==> src/rtl/edge_event_unit.sv <==
// edge_event_unit: per-channel edge detector with sticky flags, saturating counters and a single-entry event report. Rev 1.0
// Optional EDGE_SYNC2_EN inserts a two-flop input synchronizer and stretches the arming delay to 4 cycles.
`default_nettype none

module edge_event_unit #(
  parameter int NCH  = 4,
  parameter int CNTW = 8,
  parameter int CHW  = 2
) (
  input  logic                clk,
  input  logic                reset,
  input  logic [NCH-1:0]      sig_in,
  input  logic [2*NCH-1:0]    mode,
  input  logic [NCH-1:0]      clr,
  input  logic [NCH-1:0]      irq_mask,
  input  logic                evt_ready,
  output logic [NCH-1:0]      event_pulse,
  output logic [NCH-1:0]      sticky,
  output logic [NCH*CNTW-1:0] count,
  output logic                evt_valid,
  output logic [CHW-1:0]      evt_chan,
  output logic                evt_ovf,
  output logic                irq
);

  logic [NCH-1:0]   w_stage_in;
  logic [NCH-1:0]   r_cur;
  logic [NCH-1:0]   r_prev;
  logic [2*NCH-1:0] r_mode;
  logic [2:0]       r_arm;
  logic             w_armed;
  logic [NCH-1:0]   w_evt;
  logic [NCH-1:0]   r_pulse;
  logic [NCH-1:0]   r_sticky;
  logic [CNTW-1:0]  r_cnt [NCH];
  logic             r_valid;
  logic [CHW-1:0]   r_chan;
  logic             r_ovf;
  logic [CHW-1:0]   w_low;
  logic             w_any;
  logic             w_multi;
  logic             w_hs;

`ifdef EDGE_SYNC2_EN
  localparam logic [2:0] ARM_CYCLES = 3'd4;
  logic [NCH-1:0] r_sync1;
  logic [NCH-1:0] r_sync2;

  always_ff @(posedge clk) begin
    if (reset) begin
      r_sync1 <= '0;
      r_sync2 <= '0;
    end else begin
      r_sync1 <= sig_in;
      r_sync2 <= r_sync1;
    end
  end

  assign w_stage_in = r_sync2;
`else
  localparam logic [2:0] ARM_CYCLES = 3'd2;
  assign w_stage_in = sig_in;
`endif

  // Arming counter: edges are only trusted once every history flop holds a post-reset sample.
  always_ff @(posedge clk) begin
    if (reset) begin
      r_cur  <= '0;
      r_prev <= '0;
      r_mode <= '0;
      r_arm  <= '0;
    end else begin
      r_cur  <= w_stage_in;
      r_prev <= r_cur;
      r_mode <= mode;
      if (r_arm != ARM_CYCLES) r_arm <= r_arm + 3'd1;
    end
  end

  assign w_armed = (r_arm == ARM_CYCLES);

  generate
    for (genvar gi = 0; gi < NCH; gi++) begin : g_edge
      assign w_evt[gi] = w_armed &
                         ((r_mode[2*gi]   & r_cur[gi] & ~r_prev[gi]) |
                          (r_mode[2*gi+1] & ~r_cur[gi] & r_prev[gi]));
      assign count[CNTW*gi +: CNTW] = r_cnt[gi];
    end
  endgenerate

  always_comb begin
    w_low = '0;
    for (int i = NCH - 1; i >= 0; i--) begin
      if (w_evt[i]) w_low = CHW'(i);
    end
  end

  assign w_any   = |w_evt;
  assign w_multi = |(w_evt & (w_evt - 1'b1));
  assign w_hs    = r_valid & evt_ready;

  // A clear coinciding with an event leaves the event counted once.
  always_ff @(posedge clk) begin
    if (reset) begin
      r_pulse  <= '0;
      r_sticky <= '0;
      for (int i = 0; i < NCH; i++) r_cnt[i] <= '0;
    end else begin
      r_pulse <= w_evt;
      for (int i = 0; i < NCH; i++) begin
        if (clr[i]) begin
          r_cnt[i]    <= CNTW'(w_evt[i]);
          r_sticky[i] <= w_evt[i];
        end else if (w_evt[i]) begin
          r_sticky[i] <= 1'b1;
          if (r_cnt[i] != {CNTW{1'b1}}) r_cnt[i] <= r_cnt[i] + 1'b1;
        end
      end
    end
  end

  always_ff @(posedge clk) begin
    if (reset) begin
      r_valid <= 1'b0;
      r_chan  <= '0;
      r_ovf   <= 1'b0;
    end else begin
      if (!r_valid || w_hs) begin
        r_valid <= w_any;
        if (w_any) r_chan <= w_low;
      end
      if (w_multi || (w_any && r_valid && !evt_ready)) r_ovf <= 1'b1;
      else if (w_hs)                                   r_ovf <= 1'b0;
    end
  end

  assign event_pulse = r_pulse;
  assign sticky      = r_sticky;
  assign evt_valid   = r_valid;
  assign evt_chan    = r_chan;
  assign evt_ovf     = r_ovf;
  assign irq         = |(r_sticky & irq_mask);

endmodule

`default_nettype wire

==> config.mk <==
export PLATFORM = sky130hd
export DESIGN_NAME = edge_event_unit
export DESIGN_NICKNAME = d
export VERILOG_FILES = /design/src/rtl/edge_event_unit.sv
export SDC_FILE = /design/constraint.sdc
export NUM_CORES = 1
export LEC_CHECK = 0
export BUFFER_PORTS_ARGS = -buffer_cell sky130_fd_sc_hd__buf_2
export CORE_ASPECT_RATIO = 0.7
export CORE_MARGIN = 2
export CORE_UTILIZATION = 35
export DETAILED_ROUTE_END_ITERATION = 8
export SYNTH_ARGS = -nofsm -noshare
export SYNTH_HDL_FRONTEND = slang
export SYNTH_SLANG_ARGS = --single-unit
==> constraint.sdc <==
create_clock -name clk -period 3.54 [get_ports clk]
set_clock_uncertainty 0.05 [all_clocks]
set_input_delay 0.708 -clock clk [delete_from_list [all_inputs] [get_ports clk]]
set_output_delay 0.708 -clock clk [all_outputs]
set_load 0.03 [all_outputs]
**After elaboration in Yosys (flattened, before gate mapping)**

Memories as Yosys holds them, arrays and structs flattened.
Cells that the tools add are included.
W data, S select, Z words.

- Register bits after elaboration: 31
- Memory bits (writable): 32
- Input port bits: 23
- Output and inout port bits: 45
- Memories kept: 1

Memory list:

| memory | words | width | read ports | clocked after memory_dff | wr ports | RTL line | text |
|---|---|---|---|---|---|---|---|
| r_cnt | 4 | 8 | 4 | 0 | 4 | 35 | `logic [CNTW-1:0] r_cnt [NCH];` |

- Add/sub/neg operators: 6
- Eq/ne operators: 6
- Muxes and demuxes: 56
- Bitwise logic cells: 43
- Reduce and logical (&&, ||, !) cells: 15

Operators by type and width:

| kind | number |
|---|---|
| $mux W8 | 8 |
| $mux W1 | 44 |
| $add A8 B1 Y8 const B | 4 |
| $ne A8 B8 Y1 const B | 4 |
| $and A1 B1 Y1 | 21 |
| $or A1 B1 Y1 | 12 |
| $reduce_or A4 Y1 | 3 |
| $reduce_bool A2 Y1 | 5 |
| $and A4 B4 Y4 | 2 |
| $mux W2 | 4 |
| $not A1 Y1 | 8 |
| $sub A4 B1 Y4 const B | 1 |
| $add A3 B1 Y3 const B | 1 |
| $eq A3 B2 Y1 const B | 1 |
| $ne A3 B2 Y1 const B | 1 |
| $logic_and A1 B1 Y1 | 2 |
| $logic_not A1 Y1 | 2 |
| $logic_or A1 B1 Y1 | 2 |
| $reduce_and A2 Y1 | 1 |

**Longest topological paths before layout**

Gate-level depths: netlist (run 1).

- Word-level depth: 10
- Depth in mapped cells: 8
- Gate-level depth less buffers: 6

**Worst setup path before layout (run 1)**

No wires, ideal clock.

- Path type: register to register
- Start point: memory r_cnt[3][0]
- End point: memory r_cnt[3][0] (enable)
- Library setup time: 329 ps
- Arrival time: 1767 ps
- Required time: 3161 ps
- Path slack: 1394 ps
- Cell stages (with the launch flop): 7
- Path buffers: 1
- Clock period less this slack: 2146 ps
- Cells stage by stage: edfxtp_1 -> ha_1 -> nand3_1 -> nor3_1 -> or4_1 -> buf_2 -> nand2_1

RTL lines:

| element | RTL line |
|---|---|
| start, declared | 35 |

==> results of run 1 <==
## Yosys cell counts (all sizes together) (2+ instances only)
| master | number | area (µm²) |
|---|---|---|
| buf | 6 | 47.54 |
| a21o | 4 | 45.04 |
| nand2 | 20 | 75.07 |
| o21ai | 3 | 15.01 |
| xor2 | 9 | 78.83 |
| o21a | 4 | 30.03 |
| edfxtp | 32 | 960.9 |
| nand3 | 11 | 55.05 |
| nor3 | 9 | 45.04 |
| a21oi | 7 | 35.03 |
| clkbuf | 3 | 11.26 |
| nand3b | 8 | 60.06 |
| dfxtp | 31 | 620.6 |
| ha | 6 | 75.07 |
| inv | 7 | 26.28 |
| nor2b | 18 | 112.6 |
| nor2 | 51 | 236.5 |
| a41oi | 2 | 17.52 |
| or4 | 4 | 30.03 |
| xnor2 | 16 | 140.1 |
| nand2b | 6 | 45.04 |
| a31oi | 2 | 12.51 |
| a22oi | 2 | 15.01 |
## layer usage
metal,vias to the layer above,track usage (%)
met1,977,18.77
met5,-,0
met4,0,4.024
met2,43,21.45
li1,1091,-
met3,5,4.860
## worst reg2reg max path: cells and delay by family (launching register included)
| kind | cells | cell delay [ns] |
|---|---|---|
| simple gates | 3 | 1.08 |
| compound gates | 1 | 0.20 |
| buf+inv | 1 | 0.08 |
| fa+ha+maj | 1 | 0.23 |
| flops | 1 | 0.31 |
## registers in the layout, indices dropped and copies added, names as in the netlist, 2 cells and up
register / count
r_arm: 3
evt_chan: 2
r_prev: 4
r_cnt: 32
r_mode: 8
sticky: 4
r_cur: 4
event_pulse: 4
## area by class of cell
| cell class | count | area, µm² |
|---|---|---|
| inverters | 7 | 26.28 |
| repair buffers | 71 | 365.4 |
| clock buffers | 14 | 285.3 |
| clock inverters | 2 | 11.26 |
| well taps | 101 | 126.4 |
| flip-flops and latches | 63 | 1582 |
| fillers | 782 | 4309 |
| multi-input cells | 192 | 1200 |
## kinds of logic (layout without fill, tap and decap cells)
logic type,Yosys count,after routing
compound gates,30,30
xor+xnor,25,25
fa+ha+maj,6,6
buf+inv,16,94
flops,63,63
simple gates,131,131
## final timing paths
| path | slack, ns | depth (start not counted) | end |
|---|---|---|---|
| max reg2reg | 1.25 | 6 | r_cnt[3][0] |
| min | 0.42 | 1 | r_prev[1] |
| max | 1.25 | 6 | r_cnt[3][0] |
| min reg2reg | 0.42 | 1 | r_prev[1] |
## where the power goes
| group | leakage [nW] | switching (mW) | internal [mW] |
|---|---|---|---|
| Clock | 0.148 | 0.292 | 0.554 |
| Combinational | 0.658 | 0.144 | 0.0884 |
| Sequential | 0.611 | 0.0407 | 0.814 |
| Total | 1.42 | 0.476 | 1.46 |
## cells in the final DEF, fill, tap and decap left out, types with 3 or more instances in the layout
| cell type | n |
|---|---|
| buf_2 | 67 |
| nor2_1 | 37 |
| edfxtp_1 | 32 |
| dfxtp_1 | 31 |
| nand2_1 | 20 |
| nor2b_1 | 18 |
| xnor2_1 | 16 |
| nor2_2 | 12 |
| nand3_1 | 11 |
| clkbuf_16 | 10 |
| nor3_1 | 9 |
| xor2_1 | 9 |
| nand3b_1 | 8 |
| inv_1 | 7 |
| a21oi_1 | 7 |
| ha_1 | 6 |
| nand2b_1 | 5 |
| o21a_1 | 4 |
| or4_1 | 4 |
| buf_4 | 4 |
| o21ai_0 | 3 |
==> impl_results.md, run 1 <==
* Status: finished clean
* CTS Hold Bufs at 0
* Synthesis Warnings at 0
* Tot Pwr at 1.932 mW
* I/O Buffers at 67
* DP Wirelength at 4.569 mm
* Post-Synthesis Cells at 271
* PwrDens at 537.3 nW/µm²
* Sequential area share after synthesis at 55.17%
* Initial antenna violation count at 0
* WHS at 0.4243 ns
* Largest net degree at the start of global routing at 40
* Setup TNS at 0 ns
* Static leakage at 1.418 nW
* Final Util at 45.49%
* Reg2Reg Launch Point: r_arm[0]
* Synth Area in Compound Gates at 7.551%
* Gpl congestion at 0.7773
* IO Pins at 68
* Worst path required time at 3.47 ns
* Post-Synth XOR/XNOR Area at 7.639%
* DRT iter0 DRCs at 121
* Max-slew violations at 0
* Startpoint Class: flop
* Resized Gates After CTS at 0
* Clock transition at the registers of the reported paths at 0.05 ns
* Final Hold Vio Count at 0
* Die Wd at 112.2 µm
* Inserted Diodes at 0
* Htree depth at 3
* Largest family of logic cells by synthesized area: simple AND/OR/NAND/NOR gates
* Final WS setup at 1.252 ns
* GR Util All Layers at 13.97%
* CTS Buf Count at 9
* Post-Synth Simple-Gate Area at 24.05%
* Vias at 2116
* Max Used Layer: met4
* Syn Std Cell Area at 2866 µm²
* Starting Density at 36.26%
* Cell area after layout at 3596 µm²
* Root Driver: clkbuf_16
* Post-CTS setup buffers at 0
* Die ar. at 8941 µm²
* Critical Path End Type: flop
* Unrepaired setup endpoints after global routing: false
* Synth Register Bits at 63
* Adder-Cell Fraction of Synth Area at 2.619%
* WL per Instance at 13.50 µm
* Drt total wl at 6.073 mm
* Top_reg_cell synth: edfxtp_1
* Worst-Skew Late Latency at 0.32 ns
* Kind of critical path: reg2reg
* Crit path DAT at 2.22 ns
* Drt pass-1 iters at 4
* Dpl cells at 434
* Setup Viol. Count Final at 0
* Slowest stage cell, crit path: or4_1
* Hold Path Class: reg2reg
* Worst Setup SP: r_arm[0]
* Residual DRC at 0
* CTS sink count at 63
* Final ANT Viol Nets at 0
* CTS tree: built
* Pre-CTS setup slack at 1.232 ns
* Placed Area at 3299 µm²
* Vias per cell at 4.702
* Vias in the first global route at 1928
* Worst Tran Pin Value at 0.4446 ns
* Met2 wire length at 2.772 mm
* Post-synth EDFFs at 32
* WL met1 at 3.006 mm
* Shortest period the worst path allows at 2.288 ns
* Worst relative slew slack at 69.97%
* Max-cap violations at 0
* Std cell rows at 27
* Global-route wire length before repair at 9.715 mm
* WL met3 at 262 µm
* Async S/R FF share, synth at 0%
* Average cell area after synthesis at 10.58 µm²
* Clock Path Buffers at 2
* Synthesized Nets at 300
* Layout cells sized above 1 at 29.51%
* Fin nets at 373
* CP peak stage delay at 0.62 ns
* WP buf/inv at 1
* Area grow syn2layout at 25.45%
* Mux share of post-synthesis cell area at 0%
* Die height at 79.72 µm
* Hold path startpoint: r_cur[1]
* Fin cells at 450
* Gr ovfl total at 0
* Peak VDD IR at 0.2573 mV
* Core Area at 7905 µm²
* Fmax at 437.1 MHz
* Cell Chain, Critical Path: inv_1 -> ha_1 -> nand2b_4 -> a21o_1 -> or4_1 -> nand2_1
* Crit-path max FO at 8
* Synth cell types at 39
* Crit share post-route at 64.62%
* Worst path top cell family by delay: simple AND/OR/NAND/NOR gates
(Power assumes the default switching activity.)
==> run 2, diff against run 1 <==
clock period = 2.05 ns   (was 3.54 ns; I/O delays follow)
==> run 2 against run 1 <==
Non-clock buffer count increased by 11. Die area is the same. Worst hold slack got worse by 0.18 ns. Cell count is 2.4% higher. Flip-flop and latch count is the same. Critical path depth unchanged. First-iteration DRC count shrank 30%.
==> impl_results.md, run 2 (synthesized netlist as in run 1, its figures left out) <==
* Worst Setup SP: r_arm[0]
* Hold Path Stages at 2 (+1)
* Drt pass-1 iters at 4 (unchanged)
* Flip-flop and latch area at 1582 µm² (unchanged)
* Commonest non-fill, non-tap cell in the layout: buf_2
* Setup TNS at 0 ns (unchanged)
* Fmax at 508.4 MHz (+16%)
* WL per Instance at 12.75 µm (-5.5%)
* Largest net degree at the start of global routing at 26 (-35%)
* Gr ovfl total at 0 (unchanged)
* Die height at 79.72 µm (unchanged)
* Area grow syn2layout at 27.80%
* Vias per cell at 4.640 (-1.3%)
* Htree depth at 3 (unchanged)
* P_sw at 0.7991 mW (+68%)
* Final Hold Vio Count at 0 (unchanged)
* Gpl congestion at 0.7858 (+1.1%)
* Std cell rows at 27 (unchanged)
* Multi-input gate area at 1227 µm² (+2.3%)
* Peak VDD IR at 0.3956 mV (+54%)
* Initial antenna violation count at 0 (unchanged)
* IO Pins at 68 (unchanged)
* Crit share post-route at 95.96% (+31 points)
* CTS sink count at 63 (unchanged)
* Residual DRC at 0 (unchanged)
* GR Util All Layers at 14.08% (+0.12 points)
* Hold path startpoint: mode[2]
* Fin cells at 461 (+2.4%)
* Dpl cells at 445 (+2.5%)
* Reg2Reg Launch Point: r_arm[0]
* Global-route wire length before repair at 9.777 mm (+0.64%)
* Root Driver: clkbuf_16
* FILL cells at 783 (+0.13%)
* Layout cells sized above 1 at 32.78% (+3.3 points)
* CTS tree: built
* CTS Buf Count at 9 (unchanged)
* CTS Hold Bufs at 0 (unchanged)
* DRT iter0 DRCs at 85 (-30%)
* Clock Path Buffers at 2 (unchanged)
* Max reg flops at 32 (unchanged)
* Most frequent cells in the layout: 67 x buf_2, 37 x nor2_1, 32 x edfxtp_1
* Max-slew violations at 0 (unchanged)
* Clock network fraction of total power at 40.6% (-3.1 points)
* Crit path DAT at 1.94 ns (-0.28 ns)
* Gate power share at 13.2% (+1.2 points)
* Regs by FF count: r_cnt (32), r_mode (8)
* Fin nets at 384 (+2.9%)
* DP Wirelength at 4.267 mm (-6.6%)
* Resized Gates After CTS at 0 (unchanged)
* Switching share of power at 25.10% (+0.47 points)
* Crit-path max FO at 8 (unchanged)
* Worst relative slew slack at 70.09% (+0.12 points)
* Sequential fraction of design power at 46.2% (+1.9 points)
* Startpoint Class: flop
* Kind of critical path: reg2reg
* Post-CTS setup buffers at 0 (unchanged)
* Worst R2R Path Depth at 6 (unchanged)
* Setup Viol. Count Final at 0 (unchanged)
* Worst path required time at 2.03 ns (-1.44 ns)
* Vias in the first global route at 2012 (+4.4%)
* Status: finished clean
* Vias at 2139 (+1.1%)
* Starting Density at 36.26% (unchanged)
* Worst-Skew Late Latency at 0.32 ns (about the same)
* PwrDens at 869.0 nW/µm² (+62%)
* Critical Path End Type: flop
* Largest Register: r_cnt
* Shortest period the worst path allows at 1.967 ns (-0.3206 ns)
* Die ar. at 8941 µm² (unchanged)
* I/O Buffers at 67 (unchanged)
* Core Area at 7905 µm² (unchanged)
* Final ANT Viol Nets at 0 (unchanged)
* Worst Tran Pin Value at 0.4485 ns (+0.003984 ns)
* Die Wd at 112.2 µm (unchanged)
* Static leakage at 1.452 nW (+2.4%)
* Inserted Diodes at 0 (unchanged)
* Clock transition at the registers of the reported paths at 0.05 ns (about the same)
* Hold Path Class: in2reg
* Drt total wl at 5.879 mm (-3.2%)
* Max-cap violations at 0 (unchanged)
* Unrepaired setup endpoints after global routing: false
* Int Pwr at 2.384 mW (+64%)
[run 2: cell type report]
cell class                 count  area share (%)
inverter                       7          0.7172
sequential                    63           43.17
multi-input combinational    192           33.50
tap                          101           3.449
clock inverter                 2          0.2732
clock buffer                  14           6.660
timing repair buffer          82           12.23
[run 2: metrics by stage]
step	hold slack, ns	utilization (%)	cell area, µm²	power (mW)	setup WS, ns
2_1_floorplan	0.4014	-	2872	1.797	0.001838
3_3_place_gp	0.4170	42.85	3387	1.903	0.08186
3_5_place_dp	0.4216	42.85	3387	1.909	0.03826
4_1_cts	0.2300	46.06	3641	3.225	0.01655
5_1_grt	0.2384	46.34	3664	3.343	0.01239
6_report	0.2461	46.34	3664	3.184	0.08287
[run 2: path summary, 6_finish.rpt]
path / to / slack [ns]
worst max-delay path: r_cnt[3][2] / 0.08
worst min-delay path: r_mode[2] / 0.25
worst max register to register: r_cnt[3][2] / 0.08
worst min register to register: r_prev[1] / 0.42
[run 2: power by group through the flow]
stage / Combinational (mW) / Sequential (mW) / Clock, mW
2_1_floorplan: 0.233 / 1.56 / 0
3_3_place_gp: 0.413 / 1.49 / 0
3_5_place_dp: 0.416 / 1.49 / 0
4_1_cts: 0.419 / 1.47 / 1.34
5_1_grt: 0.467 / 1.48 / 1.40
6_report: 0.420 / 1.47 / 1.29
[run 2: worst max-delay path, stage by stage (launching register included)]
cell and delay (ns):
dfxtp_1 0.31, inv_1 0.09, ha_2 0.22, nand2b_4 0.09, a21o_1 0.20, or4_1 0.54, nand2_4 0.16
[run 2: layer usage]
layer / up-vias / track usage, % / share of wire, %
met1: 996 / 18.40 / 48
met2: 34 / 21.75 / 47
met5: - / 0 / 0
li1: 1103 / - / -
met3: 6 / 4.480 / 4.1
met4: 0 / 5.854 / 0.92
==> run 3, diff against run 2 <==
ABC_AREA = 1   (was unset)
==> run 3 against run 2 <==
Sequential share of layout area fell by 1.0 points. Die area rose by 2.2%. Critical endpoint is now r_cnt[0][4]. Cell count rose by 9.1%. Cell area rose by 2.4%. Largest power group unchanged. Power rose by 6.1%. Register-to-register slack improved by 0.05 ns. Combinational power rose by 5.5%. Synthesized cell count rose by 16%. Routed wire length rose by 1.1%.
==> impl_results.md, run 3 <==
* Residual DRC at 0 (unchanged)
* Worst relative slew slack at 72.69% (+2.6 points)
* Final Hold Vio Count at 0 (unchanged)
* Fin nets at 426 (+11%)
* Std cell rows at 27 (unchanged)
* Max-cap violations at 0 (unchanged)
* WL per Instance at 11.82 µm (-7.3%)
* WHS Endpoint: r_cur[2]
* Peak VDD IR at 0.3665 mV (-7.4%)
* Area share of the leading cell type in the synthesized netlist at 32.76% (-0.76 points)
* Syn Std Cell Area at 2933 µm² (+2.3%)
* Critical Path End Type: flop
* Htree depth at 3 (unchanged)
* Post-synth EDFFs at 32 (unchanged)
* Final ANT Viol Nets at 0 (unchanged)
* Max reg flops at 32 (unchanged)
* GR Util All Layers at 14.01% (-0.080 points)
* Die height at 80.59 µm (+1.1%)
* Crit share post-route at 93.45% (-2.5 points)
* Gpl congestion at 0.8673 (+10%)
* Worst r2r dst: r_cnt[0][4]
* Unrepaired setup endpoints after global routing: false
* Shortest period the worst path allows at 1.916 ns (-0.05144 ns)
* Root Driver: clkbuf_16
* Synth cell types at 32 (-18%)
* Largest Register: r_cnt
* Global-route wire length before repair at 9.922 mm (+1.5%)
* Synth Area in Compound Gates at 4.821% (-2.7 points)
* Drt total wl at 5.945 mm (+1.1%)
* I/O Buffers at 67 (unchanged)
* Post-Synthesis Cells at 315 (+16%)
* Cell taking the most area after synthesis: edfxtp_1
* CTS tree: built
* Worst Tran Pin Value at 0.4086 ns (-0.03998 ns)
* Core Area at 8006 µm² (+1.3%)
* Top_reg_cell synth: edfxtp_1
* Synth Register Bits at 63 (unchanged)
* Post-Synth Simple-Gate Area at 27.77% (+3.7 points)
* CTS sink count at 63 (unchanged)
* Layout cells sized above 1 at 29.85% (-2.9 points)
* Kind of critical path: reg2reg
* IO Pins at 68 (unchanged)
* Die ar. at 9139 µm² (+2.2%)
* DP Wirelength at 4.626 mm (+8.4%)
* Top-count cell post-synth: nor2_1
* Setup TNS at 0 ns (unchanged)
* Async S/R FF share, synth at 0% (unchanged)
* Setup Viol. Count Final at 0 (unchanged)
* Final Util at 46.87% (+0.52 points)
* Hold path startpoint: sig_in[2]
* CTS Buf Count at 9 (unchanged)
* Top cells by area, synth: edfxtp_1 33%, dfxtp_1 21%, nor2_1 6.9%, nand2_1 6.5%, inv_1 5.8%
* Largest family of logic cells by synthesized area: simple AND/OR/NAND/NOR gates
* Reg2Reg Launch Point: r_arm[0]
* CTS Hold Bufs at 0 (unchanged)
* Synthesis Warnings at 0 (unchanged)
* Worst R2R Path Depth at 8 (+2)
* Mux share of post-synthesis cell area at 0% (unchanged)
* Average cell area after synthesis at 9.311 µm² (-12%)
* Die Wd at 113.4 µm (+1.1%)
* Vias per cell at 4.447 (-4.2%)
* Clock transition at the registers of the reported paths at 0.05 ns (about the same)
* Drt pass-1 iters at 4 (unchanged)
* Worst R2R Setup Slack at 0.13 ns (+0.05 ns)
* PwrDens at 900.4 nW/µm² (+3.6%)
* Commonest non-fill, non-tap cell in the layout: buf_2
* Hold Path Stages at 3 (+1)
* Synthesized Nets at 344 (+15%)
* Inserted Diodes at 0 (unchanged)
* Worst path required time at 1.98 ns (-0.05 ns)
* DRT iter0 DRCs at 97 (+14%)
* Largest net degree at the start of global routing at 18 (-31%)
* Status: finished clean
* Startpoint Class: flop
* Crit-path max FO at 8 (unchanged)
* Sequential area share after synthesis at 53.92% (-1.2 points)
* Gr ovfl total at 0 (unchanged)
* Area grow syn2layout at 27.94%
* Regs by FF count: r_cnt (32), r_mode (8)
* Vias in the first global route at 2107 (+4.7%)
* Adder-Cell Fraction of Synth Area at 2.560% (-0.059 points)
* Max-slew violations at 0 (unchanged)
* Post-Synth XOR/XNOR Area at 4.181% (-3.5 points)
* Fmax at 522.0 MHz (+2.7%)
* Most frequent cells in the layout: 67 x buf_2, 53 x nor2_1, 49 x nand2_1
* Most frequent cells after synthesis: 54 x nor2_1, 51 x nand2_1, 45 x inv_1, 32 x edfxtp_1, 31 x dfxtp_1
* Initial antenna violation count at 0 (unchanged)
* Hold Path Class: in2reg
* Static leakage at 1.680 nW (+16%)
* Vias at 2237 (+4.6%)
* Worst-Skew Late Latency at 0.33 ns (about the same)
* Crit path DAT at 1.84 ns (-0.10 ns)
* Starting Density at 36.63% (+0.37 points)
* Clock Path Buffers at 2 (unchanged)
## run 3: cell count changes after synthesis, sizes merged, moves of 5 or more
cell    previous run  this run
xnor2             16         6
nand3b             8         0
nand3             11        26
nand2b             6         0
inv                7        46
nor2              51        58
buf                6         1
nor2b             18         0
nand2             20        53
a21oi              7        14
## run 3: how the worst max path moves through the flow
stage	start	end	cells after the start
2_1_floorplan	r_cnt[1][0]	r_cnt[1][0]	6
3_3_place_gp	r_arm[0]	r_cnt[1][3]	8
3_5_place_dp	r_arm[0]	r_cnt[0][4]	8
4_1_cts	r_cnt[3][0]	r_cnt[3][0]	8
5_1_grt	r_cnt[0][1]	r_cnt[0][4]	6
6_report	r_arm[0]	r_cnt[0][4]	8
## run 3: cells by family after synthesis
family	Yosys count
xor gates and xnor gates	14
DFF	63
AOI/OAI and AO/OA	25
buffers and inverters	51
adders and majority gates	6
and+or+nand+nor	156
## run 3: through the flow
step                      setup WS [ns]  instance area (µm²)  std cells  total power, mW  hold WS [ns]
after floorplan                 0.01097                 2933        315            1.808        0.3741
after global routing           0.002470                 3752        503            3.536        0.2356
final                            0.1343                 3752        503            3.378        0.2359
after global placement           0.1519                 3438        487            1.932        0.3810
after detailed placement        0.09359                 3438        487            1.943        0.3831
after CTS                       0.08922                 3735        503            3.406        0.2349
## run 3: per-layer routing
metal	part of all wire, %	wire length [µm]	global-route usage [%]
met1	48	2877	17.87
met2	45	2660	21.98
met3	5.6	335	5.132
met4	1.2	72	4.878
met5	0	0	0
## run 3: area by class of cell
| cell class | instances | area [µm²] |
|---|---|---|
| Fill cell | 756 | 4254 |
| Sequential cell | 63 | 1582 |
| Multi-Input combinational cell | 201 | 1171 |
| Timing Repair Buffer | 75 | 395.4 |
| Clock buffer | 13 | 281.5 |
| Inverter | 47 | 181.4 |
| Tap cell | 101 | 126.4 |
| Clock inverter | 3 | 15.01 |
## run 3: worst max-delay path: stages, from the launching register on
cell,delay (ns)
dfxtp_1,0.33
inv_1,0.06
ha_1,0.14
inv_1,0.06
nor2_4,0.26
nand3_4,0.16
nor2_4,0.14
nand3_4,0.08
nand3_1,0.31
## run 3: report_power, final
| part | switching [mW] | internal (mW) | total, mW |
|---|---|---|---|
| Clock | 0.512 | 0.950 | 1.46 |
| Combinational | 0.302 | 0.141 | 0.443 |
| Sequential | 0.0626 | 1.41 | 1.47 |
## run 3: timing repair
action	4_1_cts	5_1_grt
setup endpoints to repair	0	24
setup buffers	0	0
resized for setup	0	5
